`src/rtl/baccarat_pkg.sv`:
```
// Shared types and constants for the baccarat deal controller: FSM states,
// card value mapping and the drawing-rule thresholds.
package baccarat_pkg;

  typedef enum logic [3:0] {
    StP1,
    StD1,
    StP2,
    StD2,
    StDec1,
    StP3,
    StDec2,
    StD3,
    StScore,
    StDone
  } state_t;

  localparam logic [3:0] NATURAL_MIN     = 4'd8;
  localparam logic [3:0] PLAYER_DRAW_MAX = 4'd5;
  localparam logic [3:0] DEALER_DRAW_MAX = 4'd5;

  // Tens and face cards count as zero.
  function automatic logic [3:0] card_value(input logic [3:0] rank);
    return (rank >= 4'd10) ? 4'd0 : rank;
  endfunction

endpackage

```
`src/rtl/banker_draw_rule.sv`:
```
// Dealer third-card decision, used once the player has drawn a third card.
// Purely combinational: dealer score and player third-card value in, draw out.
module banker_draw_rule #(
  parameter int unsigned SCORE_W = 4
) (
  input  logic [SCORE_W-1:0] dscore,
  input  logic [3:0]         v,
  output logic               draw
);

  always_comb begin
    draw = 1'b0;
    case (dscore)
      SCORE_W'(0), SCORE_W'(1), SCORE_W'(2): draw = 1'b1;
      SCORE_W'(3): draw = (v != 4'd8);
      SCORE_W'(4): draw = (v >= 4'd2) && (v <= 4'd7);
      SCORE_W'(5): draw = (v >= 4'd4) && (v <= 4'd7);
      SCORE_W'(6): draw = (v >= 4'd6) && (v <= 4'd7);
      default:     draw = 1'b0;
    endcase
  end

endmodule

```
`src/rtl/deal_sequencer.sv`:
```
// Baccarat deal controller: steps the datapath through P1,D1,P2,D2, applies
// the third-card rules and latches the winner lights.
module deal_sequencer
  import baccarat_pkg::*;
#(
  parameter int unsigned CARD_W  = 4,
  parameter int unsigned SCORE_W = 4
) (
  input  logic               clk,
  input  logic               reset,
  input  logic               step,
  input  logic [SCORE_W-1:0] pscore,
  input  logic [SCORE_W-1:0] dscore,
  input  logic [CARD_W-1:0]  pcard3,
  output logic               load_pcard1,
  output logic               load_pcard2,
  output logic               load_pcard3,
  output logic               load_dcard1,
  output logic               load_dcard2,
  output logic               load_dcard3,
  output logic               player_win,
  output logic               dealer_win,
  output logic               done
);

  state_t     state_q;
  logic       dealer_draw;
  logic [3:0] pcard3_value;
  logic       adv;

  assign pcard3_value = card_value(pcard3);

  banker_draw_rule #(
    .SCORE_W(SCORE_W)
  ) u_banker_draw_rule (
    .dscore(dscore),
    .v     (pcard3_value),
    .draw  (dealer_draw)
  );

  // Strobes are Mealy so the datapath captures on the edge that leaves the state.
  assign adv = step & ~reset;

  always_comb begin
    load_pcard1 = adv && (state_q == StP1);
    load_dcard1 = adv && (state_q == StD1);
    load_pcard2 = adv && (state_q == StP2);
    load_dcard2 = adv && (state_q == StD2);
    load_pcard3 = adv && (state_q == StP3);
    load_dcard3 = adv && (state_q == StD3);
  end

  always_ff @(posedge clk) begin
    if (reset) begin
      state_q    <= StP1;
      player_win <= 1'b0;
      dealer_win <= 1'b0;
      done       <= 1'b0;
    end else begin
      unique case (state_q)
        StP1: if (step) state_q <= StD1;
        StD1: if (step) state_q <= StP2;
        StP2: if (step) state_q <= StD2;
        StD2: if (step) state_q <= StDec1;
        StDec1: begin
          if (pscore >= NATURAL_MIN || dscore >= NATURAL_MIN) begin
            state_q <= StScore;
          end else if (pscore <= PLAYER_DRAW_MAX) begin
            state_q <= StP3;
          end else if (dscore <= DEALER_DRAW_MAX) begin
            state_q <= StD3;
          end else begin
            state_q <= StScore;
          end
        end
        StP3:   if (step) state_q <= StDec2;
        StDec2: state_q <= dealer_draw ? StD3 : StScore;
        StD3:   if (step) state_q <= StScore;
        StScore: begin
          player_win <= (pscore >= dscore);
          dealer_win <= (dscore >= pscore);
          done       <= 1'b1;
          state_q    <= StDone;
        end
        StDone: state_q <= StDone;
        default: state_q <= StP1;
      endcase
    end
  end

endmodule

```
`config.mk`:
```
export PLATFORM = sky130hd
export DESIGN_NAME = deal_sequencer
export DESIGN_NICKNAME = d
export VERILOG_FILES = /design/src/rtl/baccarat_pkg.sv /design/src/rtl/banker_draw_rule.sv /design/src/rtl/deal_sequencer.sv
export SDC_FILE = /design/constraint.sdc
export NUM_CORES = 1
export LEC_CHECK = 0
export CELL_PAD_IN_SITES_DETAIL_PLACEMENT = 0
export CELL_PAD_IN_SITES_GLOBAL_PLACEMENT = 1
export CORE_UTILIZATION = 32
export DETAILED_ROUTE_END_ITERATION = 8
export PLACE_DENSITY_LB_ADDON = 0.3
export REMOVE_ABC_BUFFERS = 1
export SLEW_MARGIN = 20
export SYNTH_ARGS = -nofsm -noshare
export SYNTH_HDL_FRONTEND = slang
export SYNTH_SLANG_ARGS = --single-unit
```
`constraint.sdc`:
```
create_clock -name clk -period 4 [get_ports clk]
set_input_delay 0.4 -clock clk [delete_from_list [all_inputs] [get_ports clk]]
set_output_delay 0.4 -clock clk [all_outputs]
set_load 0.05 [all_outputs]
```
=== Yosys cells after proc, flatten, opt, wreduce, memory -nomap -nowiden ===
Cells that the tools add are included.

* Register bits: 7
* Bits of input ports: 15
* Output and inout bits: 9
* Logic and storage cells: 67

* Magnitude comparators: 11
* Equality and inequality tests: 22
* Mux-type cells: 13
* Bitwise operators: 2
* Reduce and logical (&&, ||, !) cells: 15

{| class="wikitable"
|+ Operators with widths
! cell !! count
|-
| $mux W4 || 11
|-
| $pmux W4 S9 || 1
|-
| $eq A4 B3 Y1 const B || 7
|-
| $eq A4 B2 Y1 const B || 4
|-
| $ge A4 B4 Y1 const B || 3
|-
| $le A4 B3 Y1 const B || 3
|-
| $ne A2 B2 Y1 const B || 6
|-
| $logic_and A1 B1 Y1 || 9
|-
| $eq A4 B1 Y1 const B || 2
|-
| $eq A4 B4 Y1 const B || 2
|-
| $ge A4 B3 Y1 const B || 2
|-
| $ge A4 B4 Y1 || 2
|-
| $logic_not A4 Y1 || 2
|-
| $reduce_and A6 Y1 || 1
|-
| $pmux W1 S5 || 1
|-
| $ge A4 B2 Y1 const B || 1
|-
| $ne A4 B4 Y1 const B || 1
|-
| $reduce_or A3 Y1 || 1
|-
| $reduce_or A2 Y1 || 1
|-
| $and A1 B1 Y1 || 1
|-
| $logic_or A1 B1 Y1 || 1
|-
| $not A1 Y1 || 1
|}

=== Longest topological paths before layout ===
Gate-level depths: netlist of run 1.

* Depth after elaboration: 7
* Gate-level depth with buffers: 7
* Gate-level depth less buffers: 7

=== Hierarchy ===
Synthesis of run 1 repeated with hierarchy kept, for this count alone.

* Cells, all modules: 87
* Area, all modules: 708.2 um2

{| class="wikitable"
|+ By module, submodules not included
! module !! instances !! cells each !! area an instance (um2)
|-
| deal_sequencer || 1 || 81 || 655.6
|-
| banker_draw_rule || 1 || 6 || 52.6
|}

=== Worst setup path after synthesis of run 1 ===
Ideal clock, no wire load.

* Kind: register to output
* Start: register state_q[3]
* End: output port load_pcard1
* Arrival: 1.825 ns
* Data required time: 3.600 ns
* Slack: 1.775 ns
* Stages on the path, launching flop included: 5
* Path buffers: 1
* Cell sequence: dfxtp_1 -> clkbuf_1 -> nor2_1 -> nand3_1 -> nor3_1

* Cells in the longest elaborated chain, start to end: 2

{| class="wikitable"
|+ RTL lines
! element !! RTL line !! source
|-
| from (decl) || deal_sequencer.sv:26 || <nowiki>state_t state_q;</nowiki>
|-
| from (signal assigned) || deal_sequencer.sv:55 || <nowiki>state_q <= StP1;</nowiki>
|-
| from (signal assigned) || deal_sequencer.sv:61 || <nowiki>StP1: if (step) state_q <= StD1;</nowiki>
|-
| from (signal assigned) || deal_sequencer.sv:62 || <nowiki>StD1: if (step) state_q <= StP2;</nowiki>
|-
| $logic_not A4 Y1 || deal_sequencer.sv:45 || <nowiki>load_pcard1 = adv && (state_q == StP1);</nowiki>
|-
| $logic_and A1 B1 Y1 || deal_sequencer.sv:45 ||
|-
| to (decl) || deal_sequencer.sv:15 || <nowiki>output logic load_pcard1,</nowiki>
|}

Every way passes these cells.

=== Worst setup path in the final report of run 1 ===
* Start: input port reset
* End: output port load_pcard3

* Cells in the longest elaborated chain, start to end: 3

{| class="wikitable"
|+ RTL lines
! element !! RTL line !! source
|-
| from (decl) || deal_sequencer.sv:10 || <nowiki>input logic reset,</nowiki>
|-
| $not A1 Y1 || deal_sequencer.sv:42 || <nowiki>assign adv = step & ~reset;</nowiki>
|-
| $and A1 B1 Y1 || deal_sequencer.sv:42 ||
|-
| $logic_and A1 B1 Y1 || deal_sequencer.sv:49 || <nowiki>load_pcard3 = adv && (state_q == StP3);</nowiki>
|-
| to (decl) || deal_sequencer.sv:17 || <nowiki>output logic load_pcard3,</nowiki>
|}

Every way passes these cells.

==> flow_summary.toml, run 1 <==
[routing]
dr.first_iter.drc_count = 3
antenna_left = 0
num_vias = 729
drcViolationCount = 0
first_pass_iters = 4
wl_per_cell_um = 11.1
totalWireLength_um = 1540
detail_route.vias_per_cell = 5.28

[placement]
dp_hpwl_um = 1240
dp_slack_ns = 1.30
gp_congestion = 0.802
io_buffer_count = 23

[layout]
n_antenna_cell = 0
final_nets = 131
area_growth_syn_to_layout_pct = 40.8
drive_gt1_share_pct = 6.31

[die]
die_h_um = 47.3
std_cell_rows = 16
die_area_um2 = 2240
start_util_pct = 33.8
fp.coreArea_um2 = 1940
die_w_um = 47.3
io_pins = 24

[global_route]
grt_pass1_vias = 590
grtUsageTotal_pct = 15.5
grt_overflow = 0
antenna_found_initial = 0
grt_max_degree = 13
grt_pass1_wl_um = 2500

[logic_synthesis]
ys_warn_count = 0
ys_ff_latch = 7
synth_top_area_cell = "dfxtp_1"
synth_cells = 88
syn_avg_cell_area_um2 = 7.46
ys_seq_area_share_pct = 21.3
synth_async_sr_flop_share_pct = 0
synth.top_cell.area_share_pct = 21.3
synth_area_um2 = 657
synth-main-ff-cell = "dfxtp_1"
synthMostInstantiatedCell = "nor2_1"
synth_cell_type_count = 35
yosys-top-cells-count = "12 x nor2_1, 8 x inv_1, 7 x dfxtp_1"
synthTopCellsByArea = "dfxtp_1 21%, ha_1 7.6%, nor2_1 6.9%, o221a_2 5.1%, nor3_1 4.6%"
synth-edff-count = 0

[critical_path]
r2r_start = "state_q[2]"
cp.arrival_ns = 2.28
crit_required_ns = 3.60
critPathCaptureType = "output port"
crit_start = "reset"
start_kind = "input pin"
critPathMaxFanout = 8
worstSetupPathType = "in -> out"

[timing]
holdWs_ns = 0.478
maxSlewHeadroom_pct = 66.7
finalSetupViolations = 0
setup_ws_ns = 1.32
fmax_ghz = 0.373
slew_violations = 0
worst_slew_pin_slew_ns = 0.498
rsz0062_at_grt = "false"
min_period_ns = 2.68
fin_crit_sh_pct = 67.0
clock_skew_ns = 0.00162
setup_tns_ns = 0
hold_viol = 0

[power_and_ir_drop]
total_power_w = 0.000199
vdd_drop_max_mv = 0.220
p_leak_nw = 0.344
power.density_nw_per_um2 = 216

[clock_network]
htree_num_levels = 1
clockBufferDepth = 2
ctsResizeCount = 0
root_buffer = "clkbuf_4"
cts.sinks = 7
clock_latency_ns = 0.24
cts_tree = "yes"
path_clk_slew_ns = 0.05
cts-buffers-inserted = 3
cts_hold_buf = 0
post_cts_buffers = 0

[job]
drv_cap = 0

[outcome]
outcome = "complete, no violations"

[min_path]
hp-class = "reg -> reg"
hold_start = "done"
==> kinds of logic after synthesis <==
family / count (synthesis) / share of synthesized area (%)
flops: 7 / 21.3
buf+inv: 12 / 8.00
compound gates: 23 / 26.3
fa+ha+maj: 4 / 7.62
simple gates: 42 / 36.8
==> metal layers <==
layer | routed length (um) | share of wire (%) | vias to the layer above | track usage (%)
met1 | 766 | 50 | 335 | 21.0
li1 | - | - | 378 | -
met4 | 14 | 0.91 | 0 | 6.86
met3 | 51 | 3.3 | 2 | 1.15
met2 | 704 | 46 | 14 | 24.9
met5 | 0 | 0 | - | 0
==> state kept, by name, summed over array words and instances (netlist names) <==
| signal | flops |
|---|---|
| done | 1 |
| dealer_win | 1 |
| player_win | 1 |
| state_q | 4 |
==> power breakdown <==
| group | switching, W | leakage [nW] | internal [W] | total [W] |
|---|---|---|---|---|
| sequential | 0.00000536 | 0.0568 | 0.0000719 | 0.0000773 |
| combinational | 0.0000305 | 0.273 | 0.0000305 | 0.0000611 |
| clock | 0.0000231 | 0.0150 | 0.0000379 | 0.0000610 |
==> layout by cell type, fill, tap and decap left out, drive strengths merged <==
cell type / Yosys / routed
clkdlybuf4s50: 0 / 23
nor2: 12 / 12
inv: 8 / 8
dfxtp: 7 / 7
nor3: 6 / 6
nand2: 4 / 4
a21oi: 4 / 4
ha: 4 / 4
o21ai: 4 / 4
clkbuf: 2 / 4
nand2b: 3 / 3
o221a: 3 / 3
nor4: 3 / 3
nand3: 2 / 2
or4b: 2 / 2
nor2b: 2 / 2
a311oi: 2 / 2
nand4: 2 / 2
o21a: 2 / 2
a21boi: 2 / 2
nand3b: 1 / 1
and3: 1 / 1
and4: 1 / 1
or4: 1 / 1
nor3b: 1 / 1
or3: 1 / 1
o221ai: 1 / 1
o22a: 1 / 1
o211a: 1 / 1
a211oi: 1 / 1
a41oi: 1 / 1
a21o: 1 / 1
==> stage by stage <==
stage / instances / util (%) / cell area [um2]
4_1_cts: 138 / 47.6 / 925
3_3_place_gp: 134 / 46.3 / 898
3_5_place_dp: 134 / 46.3 / 898
2_1_floorplan: 84 / - / 634
5_1_grt: 138 / 47.6 / 925
6_report: 138 / 47.6 / 925
==> path summary, 6_finish.rpt <==
check	endpoint	slack, ns	cells past startpoint
setup reg to reg	state_q[3]	2.32	4
hold / removal	done	0.48	2
hold reg to reg	done	0.48	2
setup / recovery	load_pcard3	1.32	5
==> cell type report <==
| class | count | area [um2] |
|---|---|---|
| timing repair buffer | 23 | 230 |
| multi-input combinational | 69 | 464 |
| inverter | 8 | 30.0 |
| sequential | 7 | 140 |
| fill | 204 | 1020 |
| tap | 27 | 33.8 |
| clock buffer | 4 | 26.3 |
==> worst max-delay path, stage by stage <==
cell,delay [ns]
clkdlybuf4s50_1,0.54
inv_1,0.19
nand3b_1,0.15
nor3_1,0.16
clkdlybuf4s50_1,0.83
Power figures use the tool's default switching activity.
==> run 2: changes to the inputs <==
- CORE_UTILIZATION: 32 -> 27
- clock period: 4 -> 2.3 ns (I/O delays scaled with it)
==> flow_summary.toml, run 2 (synthesis results as in run 1) <==
[placement]
dp.cells = 138
dp_hpwl_um = 1440
gp_congestion = 0.791
io_buffer_count = 23

[power_and_ir_drop]
switchingPower_w = 0.000111
internal-power_w = 0.000251
p_leak_nw = 0.386
comb_power_share_pct = 32.5
pwr-share-clk_pct = 30.4
p_seq_share_pct = 37.1
swShare_pct = 30.7
vdd_drop_max_mv = 0.185
power.density_nw_per_um2 = 364

[min_path]
hp-class = "reg -> reg"
min_to = "done"
hold_start = "done"
hold-path-cell-count = 2

[critical_path]
worstSetupPathType = "reg -> out"
critPathMaxFanout = 9
cp.arrival_ns = 1.71
r2r_cells = 5
r2r_slack_ns = 0.64
critPathCaptureType = "output port"
slowest_stage = "dfxtp_1"
r2r_start = "state_q[0]"
crit_path_max_incr_delay_ns = 0.54
crit_required_ns = 2.07
start_kind = "register"
crit_chain = "nand2b_1, nand3b_1, nor3_1, buf_12"
r2r_end = "state_q[0]"

[timing]
holdWs_ns = 0.471
rsz0062_at_grt = "false"
fin_crit_sh_pct = 84.5
fmax_ghz = 0.514
setup_tns_ns = 0
finalSetupViolations = 0
hold_viol = 0
worst_slew_pin_slew_ns = 0.486
min_period_ns = 1.94
clock_skew_ns = 0.00228
maxSlewHeadroom_pct = 67.5
slew_violations = 0

[layout]
fillCellCount = 241
n_antenna_cell = 0
area_growth_syn_to_layout_pct = 51.6
top_register = "state_q"
drive_gt1_share_pct = 14.0
mostFrequentLayoutCells = "17 x clkdlybuf4s50_1, 12 x nor2_1, 8 x inv_1"
final_nets = 134
mostFrequentLayoutCell = "clkdlybuf4s50_1"
fin_cells = 142
largest_reg_flops = 4

[die]
die_area_um2 = 2630
std_cell_rows = 17
die_h_um = 51.3
die_w_um = 51.3
fp.coreArea_um2 = 2250
io_pins = 24
start_util_pct = 29.1

[routing]
wl_per_cell_um = 12.8
dr.first_iter.drc_count = 25
detail_route.vias_per_cell = 5.43
totalWireLength_um = 1810
drcViolationCount = 0
first_pass_iters = 4
num_vias = 771
antenna_left = 0

[job]
drv_cap = 0

[clock_network]
clock_latency_ns = 0.25
cts_tree = "yes"
cts.sinks = 7
htree_num_levels = 1
post_cts_buffers = 0
root_buffer = "clkbuf_4"
cts-buffers-inserted = 3
ctsResizeCount = 0
clockBufferDepth = 2
path_clk_slew_ns = 0.05
cts_hold_buf = 0

[global_route]
grt_pass1_wl_um = 3150
grtUsageTotal_pct = 15.8
grt_max_degree = 13
grt_pass1_vias = 739
antenna_found_initial = 0
grt_overflow = 0

[outcome]
outcome = "complete, no violations"
[run 2: worst max path at each step]
stage               startpoint     endpoint  slack [ns]  cells after the start
floorplan           state_q[3]  load_dcard1        0.21                      3
global placement     dscore[0]   state_q[2]        0.30                      6
detailed placement   dscore[0]   state_q[0]        0.32                      6
CTS                 state_q[0]  load_pcard3        0.33                      4
global route        state_q[0]  load_pcard3        0.25                      4
finish              state_q[0]  load_pcard3        0.36                      4
[run 2: per-layer routing]
metal | part of all wire [%] | GRT usage (%) | vias up
li1 | - | - | 383
met1 | 47 | 19.5 | 355
met2 | 47 | 26.3 | 33
met3 | 6.4 | 5.06 | 0
met4 | 0 | 4.05 | 0
met5 | 0 | 0 | -
[run 2: area by class of cell]
type                            count  area (um2)  area share [%]
Sequential cell                     7         140            14.1
Inverter                            8        30.0            3.02
Tap cell                           28        35.0            3.52
Timing Repair Buffer               26         300            30.2
Clock buffer                        4        26.3            2.64
Multi-Input combinational cell     69         464            46.6
[run 2: stage by stage]
stage	utilization (%)	area, um2	total power (W)	setup WS (ns)
3_3_place_gp	43.0	970	0.000253	0.304
6_report	44.2	996	0.000362	0.356
4_1_cts	44.2	996	0.000369	0.331
2_1_floorplan	-	634	0.000194	0.213
5_1_grt	44.2	996	0.000392	0.246
3_5_place_dp	43.0	970	0.000254	0.315
[run 2: power groups by stage]
stage / Clock, W / Sequential [W] / Combinational (W)
floorplan: 0 / 0.000135 / 0.0000592
global placement: 0 / 0.000137 / 0.000116
detailed placement: 0 / 0.000137 / 0.000117
CTS: 0.000117 / 0.000134 / 0.000118
global route: 0.000128 / 0.000135 / 0.000129
finish: 0.000110 / 0.000134 / 0.000118
[run 2: critical path, delay by kind of cell (launching register included)]
kind / cells / cell delay [ns]
AND/OR/NAND/NOR: 3 / 0.74
buffers and inverters: 1 / 0.19
flip-flops: 1 / 0.54
